$ cat src/rtl/fwd_hazard_unit.sv
// Forwarding and load-use hazard unit for a five-stage MIPS pipeline.
// Keeps shadow ID/EX, EX/MEM and MEM/WB register fields and derives EX operand selects.
module fwd_hazard_unit #(
    parameter int unsigned REG_W = 5,
    parameter int unsigned CNT_W = 16
) (
    input  logic             clk,
    input  logic             reset,
    input  logic             id_valid,
    input  logic [REG_W-1:0] id_rs,
    input  logic [REG_W-1:0] id_rt,
    input  logic [REG_W-1:0] id_dest,
    input  logic             id_regwrite,
    input  logic             id_memread,
    input  logic             flush,
    output logic [1:0]       forward_a,
    output logic [1:0]       forward_b,
    output logic             stall,
    output logic [CNT_W-1:0] stall_count
);

    localparam logic [1:0] SEL_RF  = 2'b00;
    localparam logic [1:0] SEL_WB  = 2'b01;
    localparam logic [1:0] SEL_MEM = 2'b10;

    logic [REG_W-1:0] idex_rs_q, idex_rs_d;
    logic [REG_W-1:0] idex_rt_q, idex_rt_d;
    logic [REG_W-1:0] idex_dest_q, idex_dest_d;
    logic             idex_rw_q, idex_rw_d;
    logic             idex_mr_q, idex_mr_d;
    logic [REG_W-1:0] exmem_dest_q, exmem_dest_d;
    logic             exmem_rw_q, exmem_rw_d;
    logic [REG_W-1:0] memwb_dest_q, memwb_dest_d;
    logic             memwb_rw_q, memwb_rw_d;
    logic [CNT_W-1:0] cnt_q, cnt_d;
    logic             bubble;

    // Nearer producer (EX/MEM) wins; register 0 never forwards.
    function automatic logic [1:0] fwd_sel(input logic [REG_W-1:0] src,
                                           input logic [REG_W-1:0] mem_dest,
                                           input logic             mem_rw,
                                           input logic [REG_W-1:0] wb_dest,
                                           input logic             wb_rw);
        logic [1:0] sel;
        sel = SEL_RF;
        if (mem_rw && (mem_dest != '0) && (mem_dest == src)) begin
            sel = SEL_MEM;
        end else if (wb_rw && (wb_dest != '0) && (wb_dest == src)) begin
            sel = SEL_WB;
        end
        return sel;
    endfunction

    always_comb begin
        stall = idex_mr_q && (idex_dest_q != '0) && id_valid &&
                ((idex_dest_q == id_rs) || (idex_dest_q == id_rt));
        forward_a = fwd_sel(idex_rs_q, exmem_dest_q, exmem_rw_q, memwb_dest_q, memwb_rw_q);
        forward_b = fwd_sel(idex_rt_q, exmem_dest_q, exmem_rw_q, memwb_dest_q, memwb_rw_q);
        stall_count = cnt_q;
    end

    // Pipeline advance; a stall, flush or empty ID slot enters EX as an all-zero bubble.
    always_comb begin
        bubble       = stall || flush || !id_valid;
        idex_rs_d    = bubble ? '0 : id_rs;
        idex_rt_d    = bubble ? '0 : id_rt;
        idex_dest_d  = bubble ? '0 : id_dest;
        idex_rw_d    = bubble ? 1'b0 : id_regwrite;
        idex_mr_d    = bubble ? 1'b0 : id_memread;
        exmem_dest_d = idex_dest_q;
        exmem_rw_d   = idex_rw_q;
        memwb_dest_d = exmem_dest_q;
        memwb_rw_d   = exmem_rw_q;
        cnt_d        = cnt_q;
        if (stall && (cnt_q != {CNT_W{1'b1}})) begin
            cnt_d = cnt_q + CNT_W'(1);
        end
    end

    always_ff @(posedge clk) begin
        if (reset) begin
            idex_rs_q    <= '0;
            idex_rt_q    <= '0;
            idex_dest_q  <= '0;
            idex_rw_q    <= 1'b0;
            idex_mr_q    <= 1'b0;
            exmem_dest_q <= '0;
            exmem_rw_q   <= 1'b0;
            memwb_dest_q <= '0;
            memwb_rw_q   <= 1'b0;
            cnt_q        <= '0;
        end else begin
            idex_rs_q    <= idex_rs_d;
            idex_rt_q    <= idex_rt_d;
            idex_dest_q  <= idex_dest_d;
            idex_rw_q    <= idex_rw_d;
            idex_mr_q    <= idex_mr_d;
            exmem_dest_q <= exmem_dest_d;
            exmem_rw_q   <= exmem_rw_d;
            memwb_dest_q <= memwb_dest_d;
            memwb_rw_q   <= memwb_rw_d;
            cnt_q        <= cnt_d;
        end
    end

endmodule

$ cat config.mk
export PLATFORM = sky130hd
export DESIGN_NAME = fwd_hazard_unit
export DESIGN_NICKNAME = d
export VERILOG_FILES = /design/src/rtl/fwd_hazard_unit.sv
export SDC_FILE = /design/constraint.sdc
export NUM_CORES = 1
export LEC_CHECK = 0
export ABC_AREA = 1
export BUFFER_PORTS_ARGS = -buffer_cell sky130_fd_sc_hd__buf_2
export CAP_MARGIN = 30
export CORE_MARGIN = 2
export CORE_UTILIZATION = 55
export DETAILED_ROUTE_END_ITERATION = 7
export PLACE_DENSITY = 0.79
export SETUP_SLACK_MARGIN = 0.15
export SLEW_MARGIN = 20
export SYNTH_ARGS = -nofsm -noshare
export SYNTH_HDL_FRONTEND = slang
export SYNTH_SLANG_ARGS = --single-unit
$ cat constraint.sdc
create_clock -name clk -period 2.1 [get_ports clk]
set_clock_uncertainty 0.1 [all_clocks]
set_input_delay 0.315 -clock clk [delete_from_list [all_inputs] [get_ports clk]]
set_output_delay 0.315 -clock clk [all_outputs]
set_load 0.01 [all_outputs]
# Word level (Yosys, flattened, before mapping)
# Index checks and enable logic that the tools add are counted.
dict set report classes {
  add_sub_neg 1
  mul 0
  n_div 0
  order_cmp 0
  eq_ne 7
  shifts 0
  mux 4
  n_bitwise 0
  reduce_logical 18
}
# cell n
set ops {}
lappend ops {{== test 5 bit} 6}
lappend ops {{adder 16 x 1 -> 16 bit (second input constant)} 1}
lappend ops {{inequality test 16 bit (second input constant)} 1}
lappend ops {{nonzero test 5 bit} 3}
lappend ops {{logical AND 1 bit} 10}
lappend ops {{2-to-1 mux 2 bit} 2}
lappend ops {{logical OR 1 bit} 3}
lappend ops {{2-to-1 mux 1 bit} 2}
lappend ops {{OR reduction 2 bit} 1}
lappend ops {{zero test 1 bit} 1}
dict set report word_totals {
  register_bits 45
  latchBits 0
  ram_bits 0
  romBits 0
  input_bits 21
  word_cells 40
  memories 0
}

# Longest topological paths before layout
dict set report logic_depth {
  word_depth 7
  mapped_depth 11
  ltp_nobuf 11
}

# Least setup slack after synthesis
# Ideal clock, no wire load.
dict set report synth_path {
  kind {reg2reg}
  startpoint {register cnt_q[0], in the netlist stall_count[0]}
  endpoint {register cnt_q[0], in the netlist stall_count[0]}
  setup_ns 0.113
  t_arrival_ns 1.465
  path_slack_ns 0.422
  stages_incl_launch_ff 12
  period_less_slack_ns 1.678
  path_cell_list {dfxtp_1 > ha_1 > nand3_1 > inv_1 > nand3_4 > nor2_8 > inv_4 > nand3_2 > buf_6 > nand2_1 > nand2_1 > nor2_1}
}
dict set report synth_between {
  elab_chain_cells 2
}
# element line
set synth_rtl {}
lappend synth_rtl {{start: declaration} 35} ;# logic [CNT_W-1:0] cnt_q, cnt_d;
lappend synth_rtl {{start signal: assignment} 102} ;# cnt_q <= cnt_d;
lappend synth_rtl {{parallel branches: the longest is 2 deep, another holds adder 16 x 1 -> 16 bit} n/a}
# Several ways; the timed one is not identified.
# A chain may end at the register's enable or synchronous reset.

# Worst setup path after layout
dict set report layout_path {
  startpoint {register exmem_dest_q[2]}
  endpoint {output forward_b[0]}
}
dict set report layout_between {
  elab_chain_cells 4
}
# element line
set layout_rtl {}
lappend layout_rtl {{start: declaration} 31} ;# logic [REG_W-1:0] exmem_dest_q, exmem_dest_d;
lappend layout_rtl {{start signal: assignment} 98} ;# exmem_dest_q <= exmem_dest_d;
lappend layout_rtl {{nonzero test 5 bit} 46} ;# if (mem_rw && (mem_dest != '0) && (mem_dest == src)) begin
lappend layout_rtl {{logical AND 1 bit} 46}
lappend layout_rtl {{logical AND 1 bit (*)} 46}
lappend layout_rtl {{2-to-1 mux 2 bit (*)} 46}
lappend layout_rtl {{end: declaration} 17} ;# output logic [1:0] forward_b,
# Mark *: on every way between the ends. The rest lies on a longest branch, timed or not.

==> flow_summary.ini <==
[die]
start_util = 0.578
die_h_um = 69.3
row_count = 23
die_area_sq_mm = 0.00480
core-area_sq_mm = 0.00406
die_w_um = 69.3
pin_count = 42

[synthesis]
synth_edf_count = 0
synthFlopType = dfxtp_1
synth_cell_types = 28
synth_nets = 364
synthTopCellsByCount = nand2_1, nor2_1, inv_1
synth_area_leaders = dfxtp_1, nand2_1, nor2_1, inv_1, xnor2_1
yosys.cell_count.top_type = nand2_1
yosysWarningCount = 0
synthesis.area_sq_mm = 0.00234
synth-seq-cells = 45
yosysSeqAreaShare = 0.384
syn_area_per_cell_sq_um = 6.85
synth_cells = 342
synthArstFlopShare = 0
synth_largest_area_cell = dfxtp_1
yosysTopAreaCellShare = 0.384

[timing]
rsz0062_at_grt = yes
worst_pin_slew_ns = 0.332
drv_slew = 0
hold_viol_final = 0
finalSetupViolCount = 0
min_period_ns = 1.85
tns_ns = 0
finalCritPeriodShare = 0.882
fin_ws_ns = 0.249
relSlewSlack = 0.778
fmax_mhz = 540

[final_layout]
nets = 411
syn_to_final_growth_pct = 17.9
insertedDiodeCount = 0
utilization = 0.681
drive_above_1_share = 0.238

[clocking]
tritoncts = yes
cts_root_buffer = clkbuf_8
cts_buffers = 5
cts.path.max_buffers = 2
clk_pin_slew_ns = 0.09
htreeDepth = 2
postCtsHoldBufs = 0
clock_latency_ns = 0.30
clock-sinks = 45

[setup_path]
critical_path.cell_chain = buf_4 > xnor2_1 > nand4_1 > nor3_2 > nor3_2 > buf_2
worstPathRequired_ns = 1.68
cp_slowest_cell = dfxtp_2
endpoint_kind = output port
startpoint_type = register
r2r_end = stall_count[15]$_SDFFE_PP0P_
r2r_setup_slack_ns = 0.34
critical_path_class = reg2out
critPathLaunch = exmem_dest_q[2]$_SDFF_PP0_
r2r_start = stall_count[0]$_SDFFE_PP0P_
crit_fanout = 3
critPathMaxStageDelay_ns = 0.35
reg2reg_depth = 9
cp_data_arrival_time_ns = 1.44
cpMostUsedCell = nor3_2

[power_and_ir_drop]
p_per_area_mw_per_mm2 = 560
p_leak_nw = 1.40
ir_drop_uv = 381

[routing]
totalWireLength_mm = 4.83
drtAntennaViolNets = 0
drtPass1Iterations = 4
vias = 2142
drcViolationCount = 0
post_drt_wl_per_cell_um = 11.0
vias_per_cell = 4.87
drt_iter0_drc = 163

[placed_design]
numPortBuffers = 41
place_ws_ns = 0.288
hpwl_mm = 3.70
finalWeightedCongestion = 0.868

[grt]
grt-ovfl-total = 0
grt_pass1_vias = 1952
grt_max_degree = 20
grtUsageTotal = 0.214
grt_pass1_wl_mm = 8.42
antenna_found_initial = 0

[status]
status = finished, final reports clean

[flow_run]
max_cap_viol_count = 0

[min_path]
whs_path_depth = 3
hold_end = exmem_dest_d[2]$_SDFF_PP0_
hold_class = in2reg
worstHoldStart = id_dest[2]
cell families (layout without fill, tap and decap cells):
group,Yosys count,after routing,synth area share
AO/OA/AOI/OAI,11,11,0.0310
XOR/XNOR,24,24,0.0897
buffers and inverters,65,113,0.113
flip-flops,45,45,0.384
AND/OR/NAND/NOR,196,196,0.377
adder cells (fa/ha/maj),1,1,0.00534
sequential cells by signal (all words and copies together), names as in the netlist:
register / flops
memwb_dest_q: 5
idex_rs_q: 5
exmem_dest_d: 5
idex_mr_q: 1
exmem_rw_d: 1
exmem_dest_q: 5
idex_rt_q: 5
exmem_rw_q: 1
stall_count: 16
memwb_rw_q: 1
layout make-up:
type                            count  area (sq um)
Clock inverter                      3          25.0
Clock buffer                        5          68.8
Tap cell                           50          62.6
Timing Repair Buffer               49           265
Inverter                           56           213
Multi-Input combinational cell    232          1210
Sequential cell                    45           915
Fill cell                         360          1290
how the worst max path moves through the flow:
stage | endpoint | cells past startpoint
floorplan | stall_count[0]$_SDFFE_PP0P_ | 11
global placement | stall_count[2]$_SDFFE_PP0P_ | 10
detailed placement | stall_count[3]$_SDFFE_PP0P_ | 9
CTS | stall | 9
global route | stall | 9
finish | forward_b[0] | 6
routing by layer:
metal,track usage,up-vias,share of wire,wire length (um)
met5,0,-,0,0
met4,0.0980,0,0.015,74
met3,0.0465,6,0.058,280
met2,0.329,69,0.44,2110
met1,0.288,927,0.49,2370
li1,-,1140,-,-
worst max-delay path: cells and delay by family, from the launching register on:
family / cells / cell delay (ns)
buffers and inverters: 2 / 0.27
DFF: 1 / 0.35
and+or+nand+nor: 3 / 0.37
xor gates and xnor gates: 1 / 0.15
cell usage in the layout, fill, tap and decap left out, types with 4 or more instances in the layout:
cell / netlist / routed
a21oi_2: 4 / 4
buf_2: 2 / 41
buf_4: 2 / 8
clkbuf_8: 0 / 5
dfxtp_1: 45 / 34
dfxtp_2: 0 / 11
inv_1: 54 / 51
inv_2: 1 / 4
nand2_1: 74 / 73
nand3_1: 15 / 15
nand4_1: 16 / 16
nor2_1: 72 / 72
nor3_1: 7 / 4
o21ai_0: 6 / 4
xnor2_1: 15 / 15
xor2_1: 9 / 9
per-stage QoR:
step           cells  area (sq um)  hold WS, ns  power (W)
6_report         440          2760        0.105    0.00155
4_1_cts          437          2700       0.0929    0.00157
3_5_place_dp     429          2600        0.299   0.000999
2_1_floorplan    342          2340        0.288   0.000960
3_3_place_gp     429          2600        0.290   0.000997
5_1_grt          440          2760        0.101    0.00163
timing repair:
item | 4_1_cts | 5_1_grt
setup buffers | 0 | 3
resized for setup | 6 | 18
pin swaps | 0 | 6
cloned | 0 | 0
endpoints found under the setup margin | 1 | 13
report_power, final:
group	internal (W)	leakage (nW)	switching [W]
clock	0.000240	0.0447	0.000319
combinational	0.0000483	0.982	0.0000620
sequential	0.000865	0.369	0.0000111
No activity file was read; power rests on OpenSTA's default activity.
